## src/rtl/sync_fifo_prog_pkg.sv

```systemverilog
// Shared definitions for the single-clock programmable FIFO.
package sync_fifo_prog_pkg;

    // Read-port behaviour selected at elaboration time.
    typedef enum logic {
        RD_STD  = 1'b0,
        RD_FWFT = 1'b1
    } rd_mode_e;

endpackage

```

## src/rtl/sync_fifo_prog_mem.sv

```systemverilog
// FIFO storage: 1W1R register array, synchronous write, asynchronous read.
module sync_fifo_prog_mem #(
    parameter int DATA_WIDTH = 8,
    parameter int ADDR_WIDTH = 4
) (
    input  logic                  clk,
    input  logic                  we,
    input  logic [ADDR_WIDTH-1:0] waddr,
    input  logic [DATA_WIDTH-1:0] wdata,
    input  logic [ADDR_WIDTH-1:0] raddr,
    output logic [DATA_WIDTH-1:0] rdata
);

    logic [DATA_WIDTH-1:0] mem [0:(1 << ADDR_WIDTH)-1];

    // Store accepted write data; the array has no reset and survives flush.
    always_ff @(posedge clk) begin
        if (we) begin
            mem[waddr] <= wdata;
        end
    end

    assign rdata = mem[raddr];

endmodule

```

## src/rtl/sync_fifo_prog.sv

```systemverilog
// Single-clock FIFO with standard/FWFT read, run-time almost thresholds,
// synchronous flush and sticky overflow/underflow flags.
module sync_fifo_prog
    import sync_fifo_prog_pkg::*;
#(
    parameter int DATA_WIDTH = 8,
    parameter int ADDR_WIDTH = 4,
    parameter int FWFT       = 0
) (
    input  logic                  clk,
    input  logic                  rst,
    input  logic                  flush,
    input  logic                  wr_en,
    input  logic [DATA_WIDTH-1:0] wr_data,
    output logic                  full,
    output logic                  almost_full,
    input  logic                  rd_en,
    output logic [DATA_WIDTH-1:0] rd_data,
    output logic                  rd_valid,
    output logic                  empty,
    output logic                  almost_empty,
    output logic [ADDR_WIDTH:0]   count,
    input  logic [ADDR_WIDTH:0]   af_thresh,
    input  logic [ADDR_WIDTH:0]   ae_thresh,
    output logic                  overflow,
    output logic                  underflow,
    input  logic                  err_clr
);

    localparam int            PW    = ADDR_WIDTH + 1;
    localparam logic [PW-1:0] DEPTH = {1'b1, {ADDR_WIDTH{1'b0}}};
    localparam rd_mode_e      MODE  = (FWFT != 0) ? RD_FWFT : RD_STD;

    logic [PW-1:0]         wr_ptr;
    logic [PW-1:0]         rd_ptr;
    logic [PW-1:0]         cnt_nxt;
    logic [DATA_WIDTH-1:0] mem_rdata;
    logic                  wr_acc;
    logic                  rd_acc;
    logic                  ov_set;
    logic                  un_set;

    // Flags come from the registered count, so a same-cycle opposite access
    // never unblocks a full write or an empty read. Flush drops both.
    assign wr_acc = wr_en & ~full  & ~flush;
    assign rd_acc = rd_en & ~empty & ~flush;
    assign ov_set = wr_en & full   & ~flush;
    assign un_set = rd_en & empty  & ~flush;

    // Next occupancy: flush empties, simultaneous accept leaves count unchanged.
    always_comb begin
        cnt_nxt = count;
        if (flush) begin
            cnt_nxt = '0;
        end else if (wr_acc && !rd_acc) begin
            cnt_nxt = count + PW'(1);
        end else if (rd_acc && !wr_acc) begin
            cnt_nxt = count - PW'(1);
        end
    end

    // Pointers, count and occupancy flags, all registered from the next count.
    always_ff @(posedge clk or posedge rst) begin
        if (rst) begin
            wr_ptr       <= '0;
            rd_ptr       <= '0;
            count        <= '0;
            full         <= 1'b0;
            empty        <= 1'b1;
            almost_full  <= 1'b0;
            almost_empty <= 1'b1;
        end else begin
            if (flush) begin
                wr_ptr <= '0;
                rd_ptr <= '0;
            end else begin
                if (wr_acc) wr_ptr <= wr_ptr + PW'(1);
                if (rd_acc) rd_ptr <= rd_ptr + PW'(1);
            end
            count        <= cnt_nxt;
            full         <= (cnt_nxt == DEPTH);
            empty        <= (cnt_nxt == '0);
            almost_full  <= (cnt_nxt >= af_thresh);
            almost_empty <= (cnt_nxt <= ae_thresh);
        end
    end

    // Sticky error flags; a set in the same cycle as err_clr wins.
    always_ff @(posedge clk or posedge rst) begin
        if (rst) begin
            overflow  <= 1'b0;
            underflow <= 1'b0;
        end else begin
            if (ov_set)       overflow <= 1'b1;
            else if (err_clr) overflow <= 1'b0;
            if (un_set)       underflow <= 1'b1;
            else if (err_clr) underflow <= 1'b0;
        end
    end

    sync_fifo_prog_mem #(
        .DATA_WIDTH (DATA_WIDTH),
        .ADDR_WIDTH (ADDR_WIDTH)
    ) u_mem (
        .clk   (clk),
        .we    (wr_acc),
        .waddr (wr_ptr[ADDR_WIDTH-1:0]),
        .wdata (wr_data),
        .raddr (rd_ptr[ADDR_WIDTH-1:0]),
        .rdata (mem_rdata)
    );

    generate
        if (MODE == RD_FWFT) begin : g_fwft
            // Head word is visible whenever the FIFO holds data; zero when empty.
            assign rd_data  = empty ? '0 : mem_rdata;
            assign rd_valid = ~empty;
        end else begin : g_std
            logic [DATA_WIDTH-1:0] rd_data_p1;
            logic                  vld_p1;

            // ---- stage p1: registered read data, one-cycle valid pulse ----
            // Capture the head on an accepted read; data holds otherwise.
            always_ff @(posedge clk or posedge rst) begin
                if (rst) begin
                    rd_data_p1 <= '0;
                    vld_p1     <= 1'b0;
                end else begin
                    vld_p1 <= rd_acc;
                    if (rd_acc) rd_data_p1 <= mem_rdata;
                end
            end

            assign rd_data  = rd_data_p1;
            assign rd_valid = vld_p1;
        end
    endgenerate

endmodule

```

## config.mk

```make
export PLATFORM = sky130hd
export DESIGN_NAME = sync_fifo_prog
export DESIGN_NICKNAME = d
export VERILOG_FILES = /design/src/rtl/sync_fifo_prog_pkg.sv /design/src/rtl/sync_fifo_prog_mem.sv /design/src/rtl/sync_fifo_prog.sv
export SDC_FILE = /design/constraint.sdc
export NUM_CORES = 1
export LEC_CHECK = 0
export ABC_AREA = 1
export CAP_MARGIN = 20
export CORE_MARGIN = 2
export CORE_UTILIZATION = 43
export DETAILED_ROUTE_END_ITERATION = 8
export PLACE_DENSITY_LB_ADDON = 0.1
export SYNTH_ARGS = -nofsm -noshare
export SYNTH_HDL_FRONTEND = slang
export SYNTH_SLANG_ARGS = --single-unit
```

## constraint.sdc

```tcl
create_clock -name clk -period 2.8 [get_ports clk]
set_clock_uncertainty 0.15 [all_clocks]
set_input_delay 0.56 -clock clk [delete_from_list [all_inputs] [get_ports clk]]
set_output_delay 0.56 -clock clk [all_outputs]
set_load 0.005 [all_outputs]
```

# Yosys cells after proc, flatten, opt, wreduce, memory -nomap -nowiden

Memory sizes are Yosys's and may differ from the RTL's. A register that Yosys moved wholly into a read port is not among the register bits.
Index checks and enable logic that the tools add are counted.

Bits in registers: 22
Input port bits: 24
Bits in writable memories: 128
Output and inout bits: 20
Memories: 1

Bitwise gates (word level): 11
Magnitude comparators: 2
Eq/ne operators: 1
Reduce and logical (&&, ||, !) cells: 9
Multiplexer cells: 12
Add/subtract/negate cells: 4

Memories:

| memory    | words | bits a word | read ports | clocked after memory_dff | write ports | line                     | RTL |
|---|---|---|---|---|---|---|---|
| u_mem.mem | 16    | 8           | 1          | 1                        | 1           | sync_fifo_prog_mem.sv:14 | `logic [DATA_WIDTH-1:0] mem [0:(1 << ADDR_WIDTH)-1];` |

Operators with widths:

| cell                                                               | count |
|---|---|
| 5-bit two-way mux                                                  | 7 |
| 5-bit by 1-bit adder with 5-bit output, second input constant      | 3 |
| 1-bit AND                                                          | 8 |
| 2-bit nonzero test                                                 | 4 |
| 5-bit == test, second input constant                               | 1 |
| 5-bit greater-or-equal comparator                                  | 1 |
| 5-bit less-or-equal comparator                                     | 1 |
| 5-bit logical NOT                                                  | 1 |
| 1-bit two-way mux                                                  | 5 |
| 5-bit by 1-bit subtractor with 5-bit output, second input constant | 1 |
| 1-bit inverter                                                     | 3 |
| 1-bit logical AND                                                  | 2 |
| 1-bit logical NOT                                                  | 2 |

# Logic depth before layout (Yosys ltp)

Gate-level depths: netlist (run 1).

Word-level depth: 9
Depth in mapped cells: 14

# Hierarchy

A second synthesis (run 1) with hierarchy kept.

Cells, all modules: 746
Area total of the unflattened synthesis: 7243.2 um2

By module, submodules not included:

| module             | area an instance (um2) | cells an instance | instances |
|---|---|---|---|
| sync_fifo_prog_mem | 5606.6                 | 543               | 1 |
| sync_fifo_prog     | 1636.6                 | 203               | 1 |

# Worst setup path after synthesis (run 1)

OpenSTA, ideal clock, no wires.

Path kind: input to register
Start: input flush
End: memory u_mem.mem[10][0] (enable)
Arrival time: 1.552 ns
Buffers on the path: 1
Stages on the path: 4
Path slack: 0.715 ns
Library setup time: 0.383 ns
Data required time: 2.267 ns
Path through: inv_4 > buf_2 > nand3_1 > nor3_1

Word-level cells in the longest chain between the ends: 4

Ends and longest elaborated chain:

| item                                    | line                     | RTL |
|---|---|---|
| from (decl)                             | sync_fifo_prog.sv:12     | `input logic flush,` |
| 1-bit inverter                          | sync_fifo_prog.sv:45     | `assign wr_acc = wr_en & ~full & ~flush;` |
| 1-bit AND                               | sync_fifo_prog.sv:45     |  |
| 1-bit two-way mux                       | sync_fifo_prog_mem.sv:18 | `if (we) begin` |
| 1-bit two-way mux (implied by the code) | sync_fifo_prog_mem.sv:19 | `mem[waddr] <= wdata;` |
| to (decl)                               | sync_fifo_prog_mem.sv:14 |  |

No other way between the ends.

# Worst setup path in the final report (run 1)

Start: input rd_en
End: register almost_empty

Word-level cells in the longest chain between the ends: 7
Elaborated cells between the ends (all ways): 9

Ends and longest elaborated chain:

| item                                                   | line                                       | RTL |
|---|---|---|
| from (decl)                                            | sync_fifo_prog.sv:17                       | `input logic rd_en,` |
| 1-bit AND * (2 in series)                              | sync_fifo_prog.sv:46                       | `assign rd_acc = rd_en & ~empty & ~flush;` |
| 1-bit logical AND or 1-bit logical NOT (tied branches) | sync_fifo_prog.sv:57, sync_fifo_prog.sv:55 |  |
| 5-bit two-way mux or 1-bit logical AND (tied branches) | sync_fifo_prog.sv:57, sync_fifo_prog.sv:55 |  |
| 5-bit two-way mux *                                    | sync_fifo_prog.sv:55                       | `end else if (wr_acc && !rd_acc) begin` |
| 5-bit two-way mux *                                    | sync_fifo_prog.sv:53                       | `if (flush) begin` |
| via cnt_nxt[2]                                         | sync_fifo_prog.sv:36                       | `logic [PW-1:0] cnt_nxt;` |
| 5-bit less-or-equal comparator *                       | sync_fifo_prog.sv:84                       | `almost_empty <= (cnt_nxt <= ae_thresh);` |
| to (signal assigned)                                   | sync_fifo_prog.sv:84                       |  |
| to (decl)                                              | sync_fifo_prog.sv:21                       | `output logic almost_empty,` |

Mark *: on every way through the listed nets, which the timed path passes. The rest lies on a longest branch.
A chain may end at the register's enable or synchronous reset.

==> run summary, run 1 <==
Syn nets: 642
Synthesized flop and latch total: 156
Placed cell count: 864
Crit-path slowest cell: clkdlybuf4s50_1
Grt total ovfl: 0
Hold-fix buffer count after cts: 0
Final setup fails: 0
Met1 Resource Use GR: 0.2857
DR WL/cell: 17.76 µm
Critical Path RT: 2.99 ns
Number of detailed-route iterations in the first pass: 5
Final Cycle Share: 0.8317
Share of flip-flops with an asynchronous set or reset: 0.1795
# DRC: 0
Synth-to-layout area growth: 21.04%
Crit. End Element: flop
Initial core utilization: 0.4421
Largest net degree at the start of global routing: 67
RSZ-0062 raised after global routing: no
Height of the die: 129.2 µm
Post-synthesis sequential area ratio: 0.6741
Clk Latency, worst-skew pair: 0.42 ns
Hold WC Path Type: reg2reg
Top cells by area, synth: edfxtp_1 (57%), dfrtp_1 (9.6%), nand2_1 (5.1%), nor2_1 (4.6%), o21ai_0 (4.3%)
Max-capacitance violation count: 0
Overall Global Routing Usage: 0.2018
Die ar.: 16700 µm²
Final Hold Fails: 0
H-tree levels: 4
Outcome: complete, no violations
TNS Setup: 0 ns
Mapped Avg Cell Area: 11.22 µm²
Row Count: 45
Crit path largest cell delay: 0.56 ns
First-pass GRT wire length: 24740 µm
Max-slew violation count: 0
Final WL: 15910 µm
Syn Inst Count: 601
Worst path cell trace: clkdlybuf4s50_1 > inv_2 > nor2_4 > nand3_2 > nand2_1 > nand2_1 > a21oi_2 > ha_1 > a21oi_1 > o221ai_1 > o21ai_0
Die width: 129.2 µm
Post-synth top area cell: edfxtp_1
Synth cell count leaders: edfxtp_1 (128), nand2_1 (91), nor2_1 (82)
Root Driver: clkbuf_16
Fin cells: 896
Vias in the first global route: 4397
Synthesized cell area: 6745 µm²
Post-synth top area share: 0.5698
Count of cell types in the netlist: 32
Nets: 713
Met2 Track Usage GR: 0.3111
Leakage Power: 3.109 nW
Grt met3 use: 0.04418
Total CTS buffers: 17
Clock Pin Slew Worst Setup and Hold Paths: 0.06 ns
1st-iter DRT viols: 426
Vias per Instance: 5.110
Fin util: 0.5351
Most Frequent Cell on Critical Path: nand2_1
Count leader, synth: edfxtp_1
Synth warnings: 0
CTS tree: yes
Number of synthesized flops with an enable pin: 128
Fmax: 0.4294 GHz
Ratio of cells with drive above 1 in the final layout: 0.1299
PwrDens: 726.8 nW/µm²
Vias: 4579
VDD IR-drop max: 414.3 µV
Placer Congestion: 0.8565
Primary FF master, synth: edfxtp_1
Busiest grt layer: met2
Worst Path Arrival: 2.52 ns
Post-CTS Setup Inserts: 0
CORE AREA: 15260 µm²
Deepest clock path buffer count: 2
PostCTS Resize Cnt: 0
Tmin final: 2.329 ns
Antenna cells: 0
Antenna violations before repair: 0
Count of input and output buffers: 43
Detail Route Antenna Nets: 0
Post-DP HPWL: 10490 µm
Critical path fanouts, max: 5
Top Ports: 44
Sink Count: 156
Worst-Margin Slew: 0.8868 ns
Crit start category: input port
Kind of critical path: in2reg
Rel. slew slack: 0.4081
## metrics by stage
step                      instance area (µm²)  setup slack (ns)  power (W)  hold WS (ns)
after detailed placement                 7582           0.03697   0.003764        0.3248
final                                    8164            0.4712   0.005934        0.3401
after global placement                   7582           0.08851   0.003753        0.3263
after CTS                                8164            0.4764   0.005985        0.3411
after floorplan                          6745            0.7149   0.003294        0.3226
after global routing                     8164            0.2896   0.006207        0.3806
## final cells by class
type	count	area [µm²]
Clock inverter	10	87.58
Inverter	44	170.2
Sequential cell	156	4548
Tap cell	211	264.0
Fill cell	1351	7094
Clock buffer	22	494.2
Multi-Input combinational cell	374	1899
Timing Repair Buffer	79	700.7
## worst max-delay path: cells and delay by family
kind            cells  cell delay [ns]
compound gates      4             0.60
buf+inv             2             0.64
fa+ha+maj           1             0.29
simple gates        4             0.42
## placed cells by master, fill, tap and decap left out, drive strengths merged
cell type	instances
edfxtp	128
inv	44
nor4	1
clkbuf	22
ha	17
o21ai	82
o32ai	1
xnor2	1
clkdlybuf4s50	43
nor3	14
clkinv	5
bufinv	1
nand3	38
dfrtp	26
o221ai	1
buf	36
clkinvlp	4
xor2	1
nor2	87
o21bai	2
nand4	3
a21oi	10
o22ai	24
dfstp	2
nand2	92
## power breakdown
group          leakage, nW  switching (W)  internal (W)
Combinational         1.32       0.000591      0.000414
Sequential            1.51      0.0000760       0.00263
Clock                0.278       0.000890       0.00134
Total                 3.11        0.00156       0.00438
## flip-flops by register name, indices dropped and copies added (netlist names), 4 cells and up
| signal | cells |
|---|---|
| u_mem.mem | 128 |
| wr_ptr | 4 |
| rd_data | 8 |
| count | 5 |
| rd_ptr | 4 |
## worst paths after layout
kind,start,to,slack (ns),cells past startpoint
max in group asynchronous,rst,count[2],1.40,3
max,rd_en,almost_empty,0.47,11
min in group asynchronous,rst,full,0.48,2
min,rd_data[2],rd_data[2],0.34,2
max reg2reg,count[0],almost_empty,0.55,14
min reg2reg,rd_data[2],rd_data[2],0.34,2
## per-layer routing
metal	wire length, µm	part of all wire
met2	7552	0.47
met3	687	0.043
met5	0	0
met4	297	0.019
met1	7374	0.46
## logic make-up after synthesis
group,count (synthesis),synth area share
compound gates,120,0.09590
simple gates,235,0.1516
xor+xnor,2,0.002597
buf+inv,71,0.04433
flops,156,0.6741
fa+ha+maj,17,0.03153
No activity file was read; power rests on OpenSTA's default activity.
==> inputs of run 2 (changes only) <==
- clock period: 2.8 -> 2.3 ns (I/O delays scaled with it)
==> run summary, run 2 (synthesis gave the netlist of run 1 again) <==
Crit. End Element: flop
Sink Count: 156
Final Cycle Share: 0.9427
Overall power: 0.007310 W
Final WL: 16200 µm
CTS tree: yes
VDD IR-drop max: 499.1 µV
Antenna cells: 0
Clk Latency, worst-skew pair: 0.42 ns
1st-iter DRT viols: 476
Fin area: 8304 µm²
Post-CTS Setup Inserts: 0
Clock Pin Slew Worst Setup and Hold Paths: 0.06 ns
Fmax: 0.4612 GHz
Total CTS buffers: 17
Synth-to-layout area growth: 23.11%
Kind of critical path: in2reg
Final Hold Fails: 0
Placer Congestion: 0.8678
Outcome: complete, no violations
Initial core utilization: 0.4421
Critical Path RT: 2.45 ns
Antenna violations before repair: 0
Detail Route Antenna Nets: 0
Vias per Instance: 5.140
Most common cell after layout, fill and taps aside: edfxtp_1
Nets: 725
Ratio of cells with drive above 1 in the final layout: 0.1435
Post-DP HPWL: 10530 µm
Largest net degree at the start of global routing: 67
Vias: 4667
Commonest cells after routing, fill and taps aside: edfxtp_1 (128), nand2_1 (90), nor2_1 (82)
Height of the die: 129.2 µm
DR WL/cell: 17.84 µm
Hold-fix buffer count after cts: 0
# DRC: 0
Crit start category: input port
Max-capacitance violation count: 0
DP Worst Slack: -0.3769 ns
Worst Path Arrival: 2.32 ns
Vias in the first global route: 4493
Crit path largest cell delay: 0.57 ns
Crit-path slowest cell: clkdlybuf4s50_1
Final setup fails: 0
Root Driver: clkbuf_16
Worst path cell trace: clkdlybuf4s50_1 > nand2_2 > inv_1 > nor2_4 > nand2_1 > nand3_1 > nand2_1 > inv_1 > ha_1 > a21oi_1 > o21bai_1 > a21oi_1 > o21bai_1
Die ar.: 16700 µm²
Dpl cell area: 7710 µm²
Rel. slew slack: 0.5169
PwrDens: 880.2 nW/µm²
Tmin final: 2.168 ns
Die width: 129.2 µm
Top Ports: 44
Critical path fanouts, max: 4
First-pass GRT wire length: 24870 µm
Max FFs per register: 128
Number of detailed-route iterations in the first pass: 5
Leakage Power: 3.192 nW
Overall Global Routing Usage: 0.2044
Post-route setup slack: 0.1317 ns
CORE AREA: 15260 µm²
Deepest clock path buffer count: 2
Hold WC Path Type: in2async
Worst-Margin Slew: 0.7224 ns
Count of input and output buffers: 43
Max-slew violation count: 0
Row Count: 45
H-tree levels: 4
Grt total ovfl: 0
Largest reg by FF count: u_mem.mem
Fin util: 0.5442
run 2: changes by cell type in the layout (fill, tap and decap cells not counted), sizes merged:
cell,change
buf,+12
bufinv,+1
clkbuf,-3
clkdlybuf4s50,-1
clkinv,+2
clkinvlp,-2
dlymetal6s2s,+1
inv,+2
run 2: worst paths after layout:
path,slack (ns),end,from,cells past startpoint
hold / removal,0.26,rd_data[0],rst,3
hold reg to reg,0.34,rd_data[2],rd_data[2],2
max in group asynchronous,1.40,empty,rst,3
setup / recovery,0.13,almost_full,wr_en,13
setup reg to reg,0.19,almost_empty,count[1],14
min in group clk,0.31,underflow,rd_en,3
run 2: through the flow:
stage,instances,TNS [ns],hold slack [ns]
after floorplan,601,0,0.3226
after global placement,876,-3.357,0.3196
after detailed placement,876,-4.551,0.3215
after CTS,908,0,0.2705
after global routing,908,-0.007552,0.2807
final,908,0,0.2609
run 2: area by class of cell:
cell class                 count  area, µm²
clock buffer                  19      432.9
clock inverter                13      142.6
fill                        1321       6954
inverter                      44      170.2
multi-input combinational    374       1914
sequential                   156       4549
tap                          211      264.0
timing repair buffer          91      830.8
run 2: where the power goes:
part / internal (W) / switching (W) / leakage (nW) / total (W)
sequential: 0.00320 / 0.0000901 / 1.51 / 0.00329
combinational: 0.000553 / 0.000745 / 1.40 / 0.00130
clock: 0.00161 / 0.00112 / 0.275 / 0.00272
run 2: repair_timing:
item,4_1_cts,5_1_grt
hold endpoints to repair,0,0
resized for setup,0,5
endpoints found under the setup margin,0,2
run 2: routing by layer:
metal | wire [µm] | vias up | track usage
li1 | - | 2272 | -
met4 | 344 | 0 | 0.07161
met2 | 7296 | 118 | 0.3028
met5 | 0 | - | 0
met3 | 844 | 24 | 0.05244
met1 | 7714 | 2253 | 0.2944
run 2: critical path, delay by kind of cell:
kind	cells	cell delay [ns]
buffers and inverters	3	0.79
AOI/OAI and AO/OA	4	0.44
and+or+nand+nor	5	0.37
adders and majority gates	1	0.27
==> RTL change, RTL diff (config.mk and constraints of run 1) <==
`DATA_WIDTH` is set to 8 in 2 places; all go to 6.
--- a/src/rtl/sync_fifo_prog_mem.sv
+++ b/src/rtl/sync_fifo_prog_mem.sv
@@ -1,5 +1,5 @@
 // FIFO storage: 1W1R register array, synchronous write, asynchronous read.
 module sync_fifo_prog_mem #(
-    parameter int DATA_WIDTH = 8,
+    parameter int DATA_WIDTH = 6,
     parameter int ADDR_WIDTH = 4
 ) (
--- a/src/rtl/sync_fifo_prog.sv
+++ b/src/rtl/sync_fifo_prog.sv
@@ -4,5 +4,5 @@
     import sync_fifo_prog_pkg::*;
 #(
-    parameter int DATA_WIDTH = 8,
+    parameter int DATA_WIDTH = 6,
     parameter int ADDR_WIDTH = 4,
     parameter int FWFT       = 0
Interface: changed (resized rd_data and wr_data); port bits go from 44 to 40. No check against the original RTL was run, so the function may have changed too.
==> RTL change against run 1 <==
  * Sequential share of layout area down 3.9 points
  * Core utilization up 0.53 points
  * Critical path depth unchanged
  * Total power down 13%
  * Combinational power down 9%
  * Sequential cell count down 34
  * Area after synthesis down 18%
  * Final area down 16%
  * Global-route usage down 0.38 points
  * Synthesized cell count down 13%
  * Wire length down 20%
  * Non-clock buffer count down 12
  * Setup slack worse by 0.0044 ns
  * Critical endpoint unchanged
  * Highest routed layer unchanged
==> RTL change: results (changes against run 1) <==
[placement] weighted congestion reported at the end of routability-driven placement 0.8370 [-2.3%]
[synth] Top FF cell, synth sky130_fd_sc_hd__edfxtp_1
[clock_network] H-tree Lvls 4 [unchanged]
[placement] port buffer count 39 [-9.3%]
[setup_path] Largest stage delay, worst path 0.49 ns [-0.07 ns]
[setup_path] slack of the worst reg-to-reg path 0.58 ns [+0.03 ns]
[clock_network] number of setup buffers added after CTS 0 [unchanged]
[timing] headroom to the max-slew limit 54.64% [+14 points]
[power_and_ir_drop] Seq power 2.13 mW [-21%]
[power_and_ir_drop] Logic power comb 921 µW [-9%]
[synth] share of async-settable or async-resettable flops after synthesis 21.31% [+3.4 points]
[status] status complete, no violations
[synth] Synth cell types 33 [+3.1%]
[min_path] cell depth of the worst min-delay path 1 [-1]
[power_and_ir_drop] Max IR drop VDD 0.3510 mV [-15%]
[clock_network] insertion delay of the later-clocked pin in the worst-skew pair 0.42 ns [about the same]
[power_and_ir_drop] Net Sw Power 1.337 mW [-14%]
[synth] number of flops mapped to enable cells by yosys 96 [-25%]
[setup_path] maximum fanout along the worst path 8 [+3]
[min_path] hold worst-path end rd_data[2]
[drt] routed length on met2 6140 µm [-19%]
[drt] number of DRC markers in iteration 0 304 [-29%]
[layout] number of fill cells in the layout 1,142 [-15%]
[min_path] startpoint of the worst hold path rd_data[2]
[power_and_ir_drop] leakage power summed over all cells 2.759 nW [-11%]
[drt] routed wire length 12,660 µm [-20%]
[layout] nets 628 [-12%]
[synth] leading post-synthesis cells by cell area sky130_fd_sc_hd__edfxtp_1 52%, sky130_fd_sc_hd__dfrtp_1 11%, sky130_fd_sc_hd__nand2_1 11%
[global_routing] total global routing track utilization 19.80% [-0.38 points]
[drt] routed via count 3,889 [-15%]
[global_routing] largest net degree at the start of global routing 50 [-25%]
[placement] placement-stage cell area 6250 µm² [-18%]
[drt] total met3 wirelength after detailed routing 553 µm [-20%]
[global_routing] first-pass GRT wire length 20,670 µm [-16%]
[setup_path] endpoint arrival time on the critical path 2.53 ns [about the same]
[drt] Met1 Wirelength 5739 µm [-22%]
[setup_path] endpoint of the worst-slack reg-to-reg timing path almost_full
[global_routing] vias in the first global route 3,877 [-12%]
[layout] flip-flop count of the largest register after layout 96 [-25%]
[placement] half-perimeter wire length after detailed placement 8395 µm [-20%]
[synth] Post-Synthesis Net Count 564 [-12%]
[layout] fraction of layout cells with a size suffix above 1 12.29% [-0.70 points]
[synth] list of most frequent post-synthesis cells 160 x sky130_fd_sc_hd__nand2_1, 96 x sky130_fd_sc_hd__edfxtp_1, 87 x sky130_fd_sc_hd__nand3_1
[synth] sequential area share after synthesis 63.81% [-3.6 points]
[setup_path] worst r2r src count[0]
[setup_path] Register-to-Register Path Depth 15 [+1]
==> RTL change: cell count changes in the layout (fill, tap and decap cells not counted), sizes merged, moves of 4 or more <==
cell,before,now
clkdlybuf4s50,43,39
nand3,38,92
edfxtp,128,96
buf,36,28
o21a,0,6
clkinvlp,4,0
nand2,92,161
nor2,87,13
o21ai,82,9
o22ai,24,0
==> RTL change: layout make-up <==
type / instances / area, µm² / area share [%]
clock buffers: 23 / 447.9 / 6.569
clock inverters: 9 / 121.4 / 1.780
inverters: 45 / 173.9 / 2.550
multi-input cells: 336 / 1712 / 25.10
flip-flops and latches: 122 / 3536 / 51.85
well taps: 172 / 215.2 / 3.156
repair buffers: 67 / 613.1 / 8.991
==> RTL change: layer usage <==
metal	up-vias	GRT usage, %
met5	-	0
met2	81	32.16
met1	1869	25.48
met4	0	7.380
li1	1920	-
met3	19	5.475
==> RTL change: metrics by stage <==
stage	worst slack [ns]	hold slack [ns]	total power, mW	instances
2_1_floorplan	0.6218	0.3375	2.708	525
3_3_place_gp	0.09597	0.3266	3.090	742
3_5_place_dp	0.04283	0.3299	3.100	742
4_1_cts	0.4734	0.3413	5.233	774
5_1_grt	0.2496	0.3530	5.436	774
6_report	0.4668	0.3402	5.180	774
==> RTL change: kinds of logic (layout without fill, tap and decap cells) <==
group | count (synthesis) | in the layout | synth area share, %
adders and majority gates | 17 | 17 | 3.838
and+or+nand+nor | 284 | 284 | 23.12
DFF | 122 | 122 | 63.81
xor gates and xnor gates | 3 | 3 | 0.4742
buffers and inverters | 67 | 144 | 5.306
AOI/OAI and AO/OA | 32 | 32 | 3.454
==> RTL change: worst register-to-register path, cell delays in order, from the launching register on <==
cell and delay, ns:
sky130_fd_sc_hd__dfrtp_1 0.47, sky130_fd_sc_hd__inv_1 0.10, sky130_fd_sc_hd__ha_1 0.23, sky130_fd_sc_hd__inv_1 0.06, sky130_fd_sc_hd__nand2_1 0.04, sky130_fd_sc_hd__nand2_1 0.06
sky130_fd_sc_hd__nand3_1 0.07, sky130_fd_sc_hd__nand2_1 0.06, sky130_fd_sc_hd__nand2_1 0.06, sky130_fd_sc_hd__nand2_1 0.08, sky130_fd_sc_hd__inv_1 0.08, sky130_fd_sc_hd__ha_1 0.28
sky130_fd_sc_hd__inv_1 0.04, sky130_fd_sc_hd__o21bai_1 0.17, sky130_fd_sc_hd__a21oi_1 0.08, sky130_fd_sc_hd__o21bai_1 0.12
==> RTL change: worst max path at each step <==
stage	startpoint	to	slack (ns)	depth (start not counted)
floorplan	flush	almost_empty	0.62	11
global placement	rd_en	almost_full	0.1	13
detailed placement	rd_en	almost_full	0.04	13
CTS	rd_en	almost_full	0.47	13
global route	rd_en	almost_full	0.25	13
finish	flush	almost_empty	0.47	11
